===== src/rtl/mem_sequencer.sv =====
// Initiator side of the 4K x 12 synchronous RAM port: turns one CPU request
// (direct, indirect or autoindex) into the RAM oe/we cycle sequence.
module mem_sequencer #(
    parameter int AW = 12,
    parameter int DW = 12,
    parameter logic [AW-1:0] AUTO_LO = 12'o0010,
    parameter logic [AW-1:0] AUTO_HI = 12'o0017
) (
    input  logic          clk,
    input  logic          reset,
    input  logic          req,
    input  logic          wr,
    input  logic          ind,
    input  logic [AW-1:0] addr,
    input  logic [DW-1:0] wdata,
    output logic          busy,
    output logic          done,
    output logic [DW-1:0] rdata,
    output logic [AW-1:0] ea,
    output logic          ram_oe,
    output logic          ram_we,
    output logic [AW-1:0] ram_addr,
    output logic [DW-1:0] ram_wdata,
    input  logic [DW-1:0] ram_rdata
);

    typedef enum logic [2:0] {
        S_IDLE = 3'd0,
        S_IRD1 = 3'd1,
        S_IRD2 = 3'd2,
        S_IWB  = 3'd3,
        S_DRD1 = 3'd4,
        S_DRD2 = 3'd5,
        S_DWR  = 3'd6,
        S_DONE = 3'd7
    } state_t;

    localparam logic [AW-1:0] ONE_A = {{(AW-1){1'b0}}, 1'b1};

    state_t        state_q, state_d;
    logic          wr_q, wr_d;
    logic [AW-1:0] addr_q, addr_d;
    logic [DW-1:0] wdata_q, wdata_d;
    logic [AW-1:0] ea_q, ea_d;
    logic [DW-1:0] rdata_q, rdata_d;
    logic          busy_q, busy_d;
    logic          done_q, done_d;
    logic          ram_oe_q, ram_oe_d;
    logic          ram_we_q, ram_we_d;
    logic [AW-1:0] ram_addr_q, ram_addr_d;
    logic [DW-1:0] ram_wdata_q, ram_wdata_d;
    logic          auto_s;

    // Sequencing: request capture, pointer fetch/increment and data capture.
    always_comb begin
        state_d = state_q;
        wr_d    = wr_q;
        addr_d  = addr_q;
        wdata_d = wdata_q;
        ea_d    = ea_q;
        rdata_d = rdata_q;
        auto_s  = (addr_q >= AUTO_LO) && (addr_q <= AUTO_HI);
        case (state_q)
            S_IDLE: begin
                if (req) begin
                    wr_d    = wr;
                    addr_d  = addr;
                    wdata_d = wdata;
                    ea_d    = addr;
                    if (ind) begin
                        state_d = S_IRD1;
                    end else begin
                        state_d = wr ? S_DWR : S_DRD1;
                    end
                end else begin
                    state_d = S_IDLE;
                end
            end
            S_IRD1: state_d = S_IRD2;
            S_IRD2: begin
                // ea doubles as the pointer register once the indirection resolves.
                if (auto_s) begin
                    ea_d    = AW'(ram_rdata) + ONE_A;
                    state_d = S_IWB;
                end else begin
                    ea_d    = AW'(ram_rdata);
                    state_d = wr_q ? S_DWR : S_DRD1;
                end
            end
            S_IWB:  state_d = wr_q ? S_DWR : S_DRD1;
            S_DRD1: state_d = S_DRD2;
            S_DRD2: begin
                rdata_d = ram_rdata;
                state_d = S_DONE;
            end
            S_DWR:  state_d = S_DONE;
            S_DONE: state_d = S_IDLE;
            default: state_d = S_IDLE;
        endcase
    end

    // RAM strobes follow the upcoming state so each pin cycle lines up with its state.
    always_comb begin
        busy_d      = (state_d != S_IDLE);
        done_d      = (state_q == S_DONE);
        ram_oe_d    = 1'b0;
        ram_we_d    = 1'b0;
        ram_addr_d  = ram_addr_q;
        ram_wdata_d = ram_wdata_q;
        case (state_d)
            S_IRD1, S_IRD2: begin
                ram_oe_d   = 1'b1;
                ram_addr_d = addr_d;
            end
            S_IWB: begin
                ram_we_d    = 1'b1;
                ram_addr_d  = addr_d;
                ram_wdata_d = DW'(ea_d);
            end
            S_DRD1, S_DRD2: begin
                ram_oe_d   = 1'b1;
                ram_addr_d = ea_d;
            end
            S_DWR: begin
                ram_we_d    = 1'b1;
                ram_addr_d  = ea_d;
                ram_wdata_d = wdata_d;
            end
            default: begin
                ram_oe_d = 1'b0;
                ram_we_d = 1'b0;
            end
        endcase
    end

    // State and output registers; reset abandons any sequence in flight.
    always_ff @(posedge clk or posedge reset) begin
        if (reset) begin
            state_q     <= S_IDLE;
            wr_q        <= 1'b0;
            addr_q      <= '0;
            wdata_q     <= '0;
            ea_q        <= '0;
            rdata_q     <= '0;
            busy_q      <= 1'b0;
            done_q      <= 1'b0;
            ram_oe_q    <= 1'b0;
            ram_we_q    <= 1'b0;
            ram_addr_q  <= '0;
            ram_wdata_q <= '0;
        end else begin
            state_q     <= state_d;
            wr_q        <= wr_d;
            addr_q      <= addr_d;
            wdata_q     <= wdata_d;
            ea_q        <= ea_d;
            rdata_q     <= rdata_d;
            busy_q      <= busy_d;
            done_q      <= done_d;
            ram_oe_q    <= ram_oe_d;
            ram_we_q    <= ram_we_d;
            ram_addr_q  <= ram_addr_d;
            ram_wdata_q <= ram_wdata_d;
        end
    end

    assign busy      = busy_q;
    assign done      = done_q;
    assign rdata     = rdata_q;
    assign ea        = ea_q;
    assign ram_oe    = ram_oe_q;
    assign ram_we    = ram_we_q;
    assign ram_addr  = ram_addr_q;
    assign ram_wdata = ram_wdata_q;

endmodule


===== config.mk =====
export PLATFORM = sky130hd
export DESIGN_NAME = mem_sequencer
export DESIGN_NICKNAME = d
export VERILOG_FILES = /design/src/rtl/mem_sequencer.sv
export SDC_FILE = /design/constraint.sdc
export NUM_CORES = 1
export LEC_CHECK = 0
export ABC_AREA = 1
export CAP_MARGIN = 20
export CORE_MARGIN = 10
export CORE_UTILIZATION = 50
export DETAILED_ROUTE_END_ITERATION = 6
export HOLD_SLACK_MARGIN = 0.12
export MAX_ROUTING_LAYER = met4
export PLACE_DENSITY_LB_ADDON = 0.3
export SETUP_SLACK_MARGIN = 0.05
export SLEW_MARGIN = 15
export SYNTH_ARGS = -nofsm -noshare
export SYNTH_HDL_FRONTEND = slang
export SYNTH_SLANG_ARGS = --single-unit

===== constraint.sdc =====
create_clock -name clk -period 3.9 [get_ports clk]
set_input_delay 1.17 -clock clk [delete_from_list [all_inputs] [get_ports clk]]
set_output_delay 1.17 -clock clk [all_outputs]
set_load 0.005 [all_outputs]

# --- Word level (Yosys, flattened, before mapping) ---
# Cells that the tools add are included.
# W data, S select, Z words.
totals:
  wordCells: 56
  regBits: 80
  out_inout_bits: 52
  inputBits: 41
op_classes:
  order_cmp: 2
  n_addsub: 1
  n_reduce_logical: 11
  muxes: 17
  eq_ne: 13
op_table:
  columns: ["operator", "count"]
  rows:
  - ["$mux W12", 6]
  - ["$pmux W12 S2", 3]
  - ["$eq A3 B3 Y1 const B", 7]
  - ["$pmux W3 S7", 1]
  - ["$add A12 B1 Y12 const B", 1]
  - ["$eq A3 B2 Y1 const B", 4]
  - ["$ge A12 B4 Y1 const B", 1]
  - ["$le A12 B4 Y1 const B", 1]
  - ["$mux W3", 3]
  - ["$eq A3 B1 Y1 const B", 2]
  - ["$reduce_or A3 Y1", 2]
  - ["$mux W2", 2]
  - ["$reduce_bool A2 Y1", 2]
  - ["$reduce_or A2 Y1", 2]
  - ["$reduce_or A4 Y1", 1]
  - ["$logic_not A3 Y1", 1]
  - ["$reduce_bool A3 Y1", 1]
  - ["$mux W1", 2]
  - ["$reduce_and A2 Y1", 1]
  - ["$logic_and A1 B1 Y1", 1]

# --- Depth between registers and ports, before layout ---
depth:
  ltp_word: 7
  depth_mapped: 13
  ltp_nobuf: 12

# --- Least setup slack after synthesis ---
# No wires, ideal clock.
synth_path:
  path_type: "input-to-reg"
  startpoint: "input req"
  endpoint: "register ram_wdata_q[0] (netlist: ram_wdata[0])"
  path_slack_ps: 1576
  stages: 12
  required_time_ps: 3775
  t_arrival_ps: 2199
  setup_time_ps: 125
  cell_sequence: "inv_1 -> nor2_2 -> nand2_4 -> inv_4 -> nand2_2 -> nand2_2 -> nor2_8 -> nor2_4 -> nand2_2 -> buf_4 -> nand3_1 -> nand3_1"
synth_via:
  elab_chain_cells: 4
  word_cells_on_any_way: 10
synth_lines:
  columns: ["item", "line_no", "rtl"]
  rows:
  - ["start, declared", "11", "input logic req,"]
  - ["$mux W3", "65", "if (req) begin"]
  - ["$pmux W3 S7", "63", "case (state_q)"]
  - ["$eq A3 B3 Y1 / $eq A3 B2 Y1 (equally long branches)", "110", "case (state_d)"]
  - ["$pmux W12 S2 / $reduce_bool A2 Y1 (equally long branches)", null, null]
  - ["end signal, assigned", "163", "ram_wdata_q <= ram_wdata_d;"]
  - ["end, declared", "51", "logic [DW-1:0] ram_wdata_q, ram_wdata_d;"]
# Several ways; a longest one is shown, not always the timed one.
# A chain may end at the register's enable or synchronous reset.

# --- Worst setup path in the final report ---
layout_path:
  startpoint: "input req"
  endpoint: "register ram_wdata_q[8] (netlist: ram_wdata[8])"
# Same word-level chain as after synthesis.

==> flow_summary.json <==
{
  "status": "finished clean",
  "clock_power_share_pct": 15.7,
  "arrival_ns": 3.23,
  "rows": 31,
  "num_vias": 3611,
  "grt_pass1_wl_um": 17800,
  "finClkSkew_ns": 0.0115,
  "die_w_um": 108,
  "path_cells": "clkdlybuf4s50_1 > inv_1 > nor2_2 > nand2_4 > inv_4 > nand2_2 > nand2_2 > nor2_8 > nor2_4 > nand2_2 > inv_2 > nand2_1 > nand3_1",
  "setup_viol": 0,
  "post-route-period-util_pct": 75.4,
  "finalPower_mw": 4.02,
  "hold_class": "flop to flop",
  "drv_cap": 0,
  "grt_usage_pct": 19.8,
  "cp_slowest_stage_delay_ns": 0.48,
  "switchingPower_mw": 1.63,
  "antenna_cells": 0,
  "synth.cell_area_um2": 3850,
  "wl_um": 11000,
  "worst_slack_ns": 0.960,
  "htree_levels": 3,
  "firstDrtPassIters": 5,
  "final_common_cell": "nand2_1",
  "place_area_um2": 4830,
  "final_cell_mix": "nand2_1 (184), clkdlybuf4s50_1 (92), dfrtp_1 (80)",
  "async_flop_share_pct": 100,
  "max_slew.worst_pin.slew_ns": 0.699,
  "cts_root_buffer": "clkbuf_8",
  "cts_setup_buffers": 0,
  "place_hpwl_um": 8340,
  "setup_tns_ns": 0,
  "pre_cts_slack_ns": 0.596,
  "slowest_stage": "clkdlybuf4s50_1",
  "switching_share_pct": 40.6,
  "synthCells": 475,
  "synth_seq_cells": 80,
  "areaGrowthSynthToFinish_pct": 30.8,
  "grt_max_degree": 55,
  "avgViaCountPerCell": 5.41,
  "cts_buffer_depth": 2,
  "numCtsBuffers": 9,
  "design_area_um2": 5040,
  "layout_min_cycle_time_ns": 2.94,
  "ys_warn_count": 0,
  "pwr-share-comb_pct": 47.9,
  "rsz0062_at_grt": "no",
  "seq_power_share_pct": 36.4,
  "clk_latency_ns": 0.36,
  "placedCellCount": 652,
  "synth_flop_cell": "dfrtp_1",
  "worst-path-max-fanout": 24,
  "grt_pass1_vias": 3474,
  "fmax_mhz": 340,
  "gp_congestion": 0.909,
  "final_cells": 668,
  "cell_internal_pwr_mw": 2.38,
  "ctsHoldBuffers": 0,
  "max-vdd-ir-drop_uv": 405,
  "hold_slack_ns": 0.486,
  "pin_count": 93,
  "drt_iter0_markers": 321,
  "fp.dieH_um": 108,
  "ant_nets": 0,
  "die_area_um2": 11600,
  "start_kind": "primary input",
  "cts_resized": 0,
  "cp.required_ns": 4.19,
  "drc": 0,
  "leakage_nw": 2.40,
  "syn_avg_cell_area_um2": 8.11,
  "core_um2": 7370,
  "worstSetupPathType": "primary input to flop",
  "tritoncts": "yes",
  "num-nets-final": 606,
  "synth-seq-area-share_pct": 52.0,
  "antenna_found_initial": 0,
  "power_density_nw_per_um2": 798,
  "hold_violations": 0,
  "cts.clk_slew.worst_paths_ns": 0.08,
  "numClockSinks": 80,
  "crit_path_frequent_cell": "nand2_2",
  "report.final.slew_viol_count": 0,
  "io_buffers": 92,
  "crit_path_end_kind": "flop",
  "syn_nets": 517,
  "synth_edf_count": 0,
  "wl_per_cell_um": 16.5,
  "layout-drive-gt1-share_pct": 8.79,
  "synth_cell_type_count": 32,
  "utilization_pct": 68.3,
  "initial_core_util_pct": 52.2,
  "grt_overflow_total": 0,
  "relSlewSlack_pct": 53.3
}
==> synth_stat cells, types with 2 or more instances <==
cell      number  area (µm²)
nand2_1      184         691
dfrtp_1       80        2000
nand3_1       71         355
inv_1         28         105
o21ai_0       24         120
nor2_1        21        78.8
a22oi_1        8        60.1
clkbuf_1       7        26.3
nand2_2        6        37.5
buf_2          5        25.0
nor2_2         5        31.3
nor2_4         5        56.3
inv_2          4        15.0
nand4_1        4        25.0
buf_6          3        33.8
a21oi_1        2        10.0
buf_4          2        15.0
nand3_4        2        35.0
==> critical path: cells and delay by family <==
kind                   cells  cell delay (ns)
buffers and inverters      4             0.94
AND/OR/NAND/NOR            9             1.11
==> logic make-up after synthesis <==
group	share of synthesized area, %
adder cells (fa/ha/maj)	0.325
multiplexers	0.292
buffers and inverters	5.98
XOR/XNOR	0.228
AO/OA/AOI/OAI	5.95
flip-flops	52.0
AND/OR/NAND/NOR	35.2
==> worst paths after layout <==
| path | slack, ns | end | depth (start not counted) | from |
|---|---|---|---|---|
| worst max register to register | 1.65 | ram_wdata[8] | 10 | state_q[0] |
| min in group asynchronous | 1.20 | wdata_q[0] | 2 | reset |
| worst min register to register | 0.49 | wdata_q[4] | 2 | wdata_q[4] |
| worst max-delay path | 0.96 | ram_wdata[8] | 13 | req |
| max in group asynchronous | 2.01 | done | 3 | reset |
| worst min-delay path | 0.49 | wdata_q[4] | 2 | wdata_q[4] |
==> power groups by stage <==
| stage | Combinational, mW | Clock [mW] | Sequential, mW |
|---|---|---|---|
| global route | 2.14 | 0.674 | 1.50 |
| floorplan | 1.15 | 0 | 1.44 |
| detailed placement | 1.94 | 0 | 1.48 |
| CTS | 1.95 | 0.632 | 1.46 |
| global placement | 1.88 | 0 | 1.47 |
| finish | 1.92 | 0.629 | 1.46 |
==> registers in the layout (all words and copies together) (netlist names) <==
| name | flops |
|---|---|
| addr_q | 12 |
| ea | 12 |
| ram_addr | 12 |
| ram_wdata | 12 |
| rdata | 12 |
| wdata_q | 12 |
| state_q | 3 |
| busy | 1 |
| done | 1 |
| ram_oe | 1 |
| ram_we | 1 |
| wr_q | 1 |
==> layer usage <==
| layer | global-route usage [%] | wire length [µm] | vias to the layer above | share of wire, % |
|---|---|---|---|---|
| met5 | - | 0 | - | 0 |
| met4 | 5.92 | 151 | 0 | 1.4 |
| met3 | 4.25 | 831 | 11 | 7.5 |
| met2 | 29.9 | 5100 | 154 | 46 |
| met1 | 26.2 | 4930 | 1732 | 45 |
| li1 | - | - | 1714 | - |
==> layout make-up <==
class | instances | area, µm²
Fill cell | 602 | 2330
Sequential cell | 80 | 2000
Multi-Input combinational cell | 344 | 1620
Timing Repair Buffer | 96 | 963
Inverter | 33 | 126
Clock buffer | 9 | 124
Tap cell | 99 | 124
Clock inverter | 7 | 78.8
Note: power is estimated with default switching activity, not from simulation.
==> RTL edit 1: new RTL, config.mk and constraints unchanged <==
Reset style: synchronous (`reset`), changed in one clocked block.
--- a/src/rtl/mem_sequencer.sv
+++ b/src/rtl/mem_sequencer.sv
@@ -136,3 +136,3 @@
     // State and output registers; reset abandons any sequence in flight.
-    always_ff @(posedge clk or posedge reset) begin
+    always_ff @(posedge clk) begin
         if (reset) begin
Check against the original RTL: differs if reset is asserted again (counterexample within 4 cycles, from zero or initial values and one cycle with reset high); with reset held inactive, the same outputs for 10 cycles.
==> RTL edit 1 against the unedited design <==
  * Design area stayed put
  * Setup slack better by 0.076 ns
  * Sequential share of layout area is 8.0 points lower
  * Area after synthesis is 0.13% lower
  * Sequential cell count stayed put
  * Critical path type unchanged
  * Clock skew is 0.0027 ns lower
  * Count of clock-buffer cells in the layout stayed put
  * Routed wire length is 4.0% higher
  * Non-clock buffer count is 1 higher
Power is not compared: it rests on default switching activity, and its combinational part moved more than twofold at a synthesized area within 25%.
==> RTL edit 1: results (changes against the unedited design) <==
Worst slew margin - 53.78% (+0.49 points)
CP max stage delay - 0.57 ns (+0.09 ns)
cell count of the worst reg-to-reg path - 11 (+1)
nonclk buf count - 97 (+1.0%)
Crit path arrival time - 3.08 ns (-0.15 ns)
GR Util met2 - 31.40% (+1.5 points)
hold_sp - wdata_q[9]
syn nets - 609 (+18%)
post-synthesis compound-gate area fraction - 10.12% (+4.2 points)
Seq/Total Area, Yosys - 41.65% (-10 points)
Syn Area/Cell - 6.781 sq um (-16%)
via count - 3847 (+6.5%)
multi-input combinational gate total - 384 (+12%)
HPWL after DPL - 8647 um (+3.7%)
filler instances - 637 (+5.8%)
register area - 1602 sq um (-20%)
Post-DP Area - 4800 sq um (-0.70%)
crit path to - ram_addr[10]
M1 wire length - 5060 um (+2.6%)
Area-dominant class - multi-input combinational cells
largest net degree at the start of global routing - 53 (-3.6%)
crit path max fanout - 6 (-75%)
synthesized-area fraction occupied by adder cells - 0.3254% (+0.00042 points)
CP startpoint - ram_rdata[0]
buffer share of cell area - 19.03% (-0.099 points)
core area - 7370 sq um (unchanged)
Worst Hold End - wdata_q[9]
worst r2r dst - ram_addr[1]
number of non-clock inverters - 81 (+150%)
total wire length - 11460 um (+4.0%)
Iteration-0 DRC Markers - 219 (-32%)
area of the multi-input gates - 1809 sq um (+12%)
Fin Clk Skew - 0.008814 ns (-0.002675 ns)
layout cell share with drive strength beyond 1 - 7.447% (-1.3 points)
post-synthesis mux area share - 1.302% (+1.0 points)
DP Worst Slack - 0.7093 ns (+0.1137 ns)
async set-reset flop share out of synthesis - 0% (-100 points)
run status - finished clean
RePlAce Congestion - 0.9583 (+5.4%)
vias per inst - 5.082 (-6.0%)
R2R Setup Slk - 1.74 ns (+0.09 ns)
number of global-route vias before repair - 3687 (+6.1%)
top cells by area, synth - dfxtp_1 (42%), nand2_1 (14%), nor2_1 (7.8%)
fin nets - 695 (+15%)
met2 wire length - 5484 um (+7.4%)
==> RTL edit 1: cell count changes after synthesis, sizes merged, moves of 5 or more <==
cell and change:
o21ai +8, dfrtp -80, a22oi -6, nand3 -25, dfxtp +80, a21oi +35, nand2 -43, inv +48
mux2i +5, nor2 +55
==> RTL edit 1: worst register-to-register path, cell delays in order (launching register included) <==
cell and delay [ns]:
dfxtp_1 0.34, nor2_1 0.19, nand3_1 0.15, nor2_4 0.30, nand2_1 0.09, nand2_1 0.08
nand2_2 0.13, nor2_2 0.49, nand2_1 0.13, nand2_1 0.09, nor2_1 0.04, nor2_1 0.07
==> RTL edit 1: stage by stage <==
step | total power [mW] | hold WS [ns]
3_5_place_dp | 1.937 | 0.4548
2_1_floorplan | 1.590 | 0.4241
6_report | 2.644 | 0.4672
4_1_cts | 2.644 | 0.4685
3_3_place_gp | 1.922 | 0.4447
5_1_grt | 2.795 | 0.4950
==> RTL edit 2: new RTL, same flow settings <==
Without the edit above. Set the parameter `AW` to 13 (it was 12).
--- a/src/rtl/mem_sequencer.sv
+++ b/src/rtl/mem_sequencer.sv
@@ -3,3 +3,3 @@
 module mem_sequencer #(
-    parameter int AW = 12,
+    parameter int AW = 13,
     parameter int DW = 12,
Ports: changed (resized addr, ea and ram_addr); port bits go from 93 to 96. No check against the original RTL was run, so the function may have changed too.
==> RTL edit 2 against the unedited design <==
  * Design area grew 7.5%
  * Clock power increased by 3.8%
  * Die area is 7.3% higher
  * Register-to-register slack lost 0.02 ns
  * Area after synthesis is 9.0% higher
  * Critical path depth fell by 2
  * Power rose by 15%
  * Sequential cell count grew 3
  * Via count is 9.4% higher
  * Routed wire length up 16%
  * Fmax hardly changed
  * Synthesized cell count up 15%
  * Worst hold slack worse by 0.0084 ns
  * Setup slack hardly changed
  * Largest cell class unchanged
==> RTL edit 2: results (changes against the unedited design) <==
run status - finished clean
vias per inst - 5.298 (-2.0%)
commonest cells in the netlist - nand2_1 (189), dfrtp_1 (83), nand3_1 (69)
Placed Cells - 730 (+12%)
M1 wire length - 5564 um (+13%)
fin nets - 679 (+12%)
RePlAce Congestion - 0.8579 (-5.6%)
P_sw - 2.030 mW (+24%)
met2 wire length - 6149 um (+20%)
Power Dens Cells - 855.3 nW/um^2 (+7.2%)
fin cells - 746 (+12%)
first-pass GRT wire length - 21070 um (+18%)
Fin Clk Skew - 0.01454 ns (+0.003051 ns)
Iteration-0 DRC Markers - 208 (-35%)
Seq/Total Area, Yosys - 49.48% (-2.5 points)
HPWL after DPL - 9771 um (+17%)
total wire length - 12790 um (+16%)
Post-DP Area - 5206 sq um (+7.7%)
filler instances - 715 (+19%)
Worst-Margin Slew - 0.9112 ns (+0.2125 ns)
Reg power frac - 32.7% (-3.7 points)
Syn Area/Cell - 7.702 sq um (-5.0%)
Crit path arrival time - 3.20 ns (-0.03 ns)
syn nets - 588 (+14%)
number of global-route vias before repair - 4112 (+18%)
metal3 WL - 747 um (-10%)
# port buffers - 95 (+3.3%)
DP Worst Slack - 0.6215 ns (+0.02594 ns)
largest net degree at the start of global routing - 54 (-1.8%)
RTL edit 2: changes by cell type in the layout (fill, tap and decap cells not counted), sizes merged, moves of 2 or more:
cell	change
a21boi	+6
nand4	+14
nand2	+8
a21oi	+4
a22oi	-6
clkdlybuf4s50	+3
clkinv	+2
o211ai	+4
nand3	-2
dfrtp	+3
inv	+32
RTL edit 2: worst paths after layout:
kind                            startpoint  cells after the start      endpoint  slack (ns)
worst max register to register  state_q[0]                     11   ram_addr[8]        1.63
worst max-delay path                   req                     11   ram_addr[8]        0.96
min in group asynchronous            reset                      2      rdata[2]        1.29
worst min register to register  wdata_q[1]                      2    wdata_q[1]        0.48
max in group asynchronous            reset                      3  ram_wdata[1]        1.80
worst min-delay path            wdata_q[1]                      2    wdata_q[1]        0.48
RTL edit 2: cell type report:
type | instances | area (sq um) | share of cell area (%)
Clock inverter | 6 | 71.32 | 1.317
Timing Repair Buffer | 100 | 988.4 | 18.25
Sequential cell | 83 | 2077 | 38.35
Tap cell | 105 | 131.4 | 2.426
Inverter | 67 | 252.7 | 4.667
Clock buffer | 10 | 137.6 | 2.542
Multi-Input combinational cell | 375 | 1757 | 32.44
RTL edit 2: cells by family (layout without fill, tap and decap cells):
logic type               after synthesis  count (layout)  share of synthesized area, %
AND/OR/NAND/NOR                      323             323                         34.25
AO/OA/AOI/OAI                         48              48                         6.557
adder cells (fa/ha/maj)                1               1                        0.2980
multiplexers                           2               2                        0.5365
flip-flops                            83              83                         49.48
XOR/XNOR                               1               1                        0.2087
buffers and inverters                 87             183                         8.673
RTL edit 2: per-layer routing:
layer  vias to the layer above  track usage, %
met3                        23           4.455
met2                       168           33.57
met4                         0           7.969
met1                      1844           25.89
met5                         -               -
li1                       1917               -
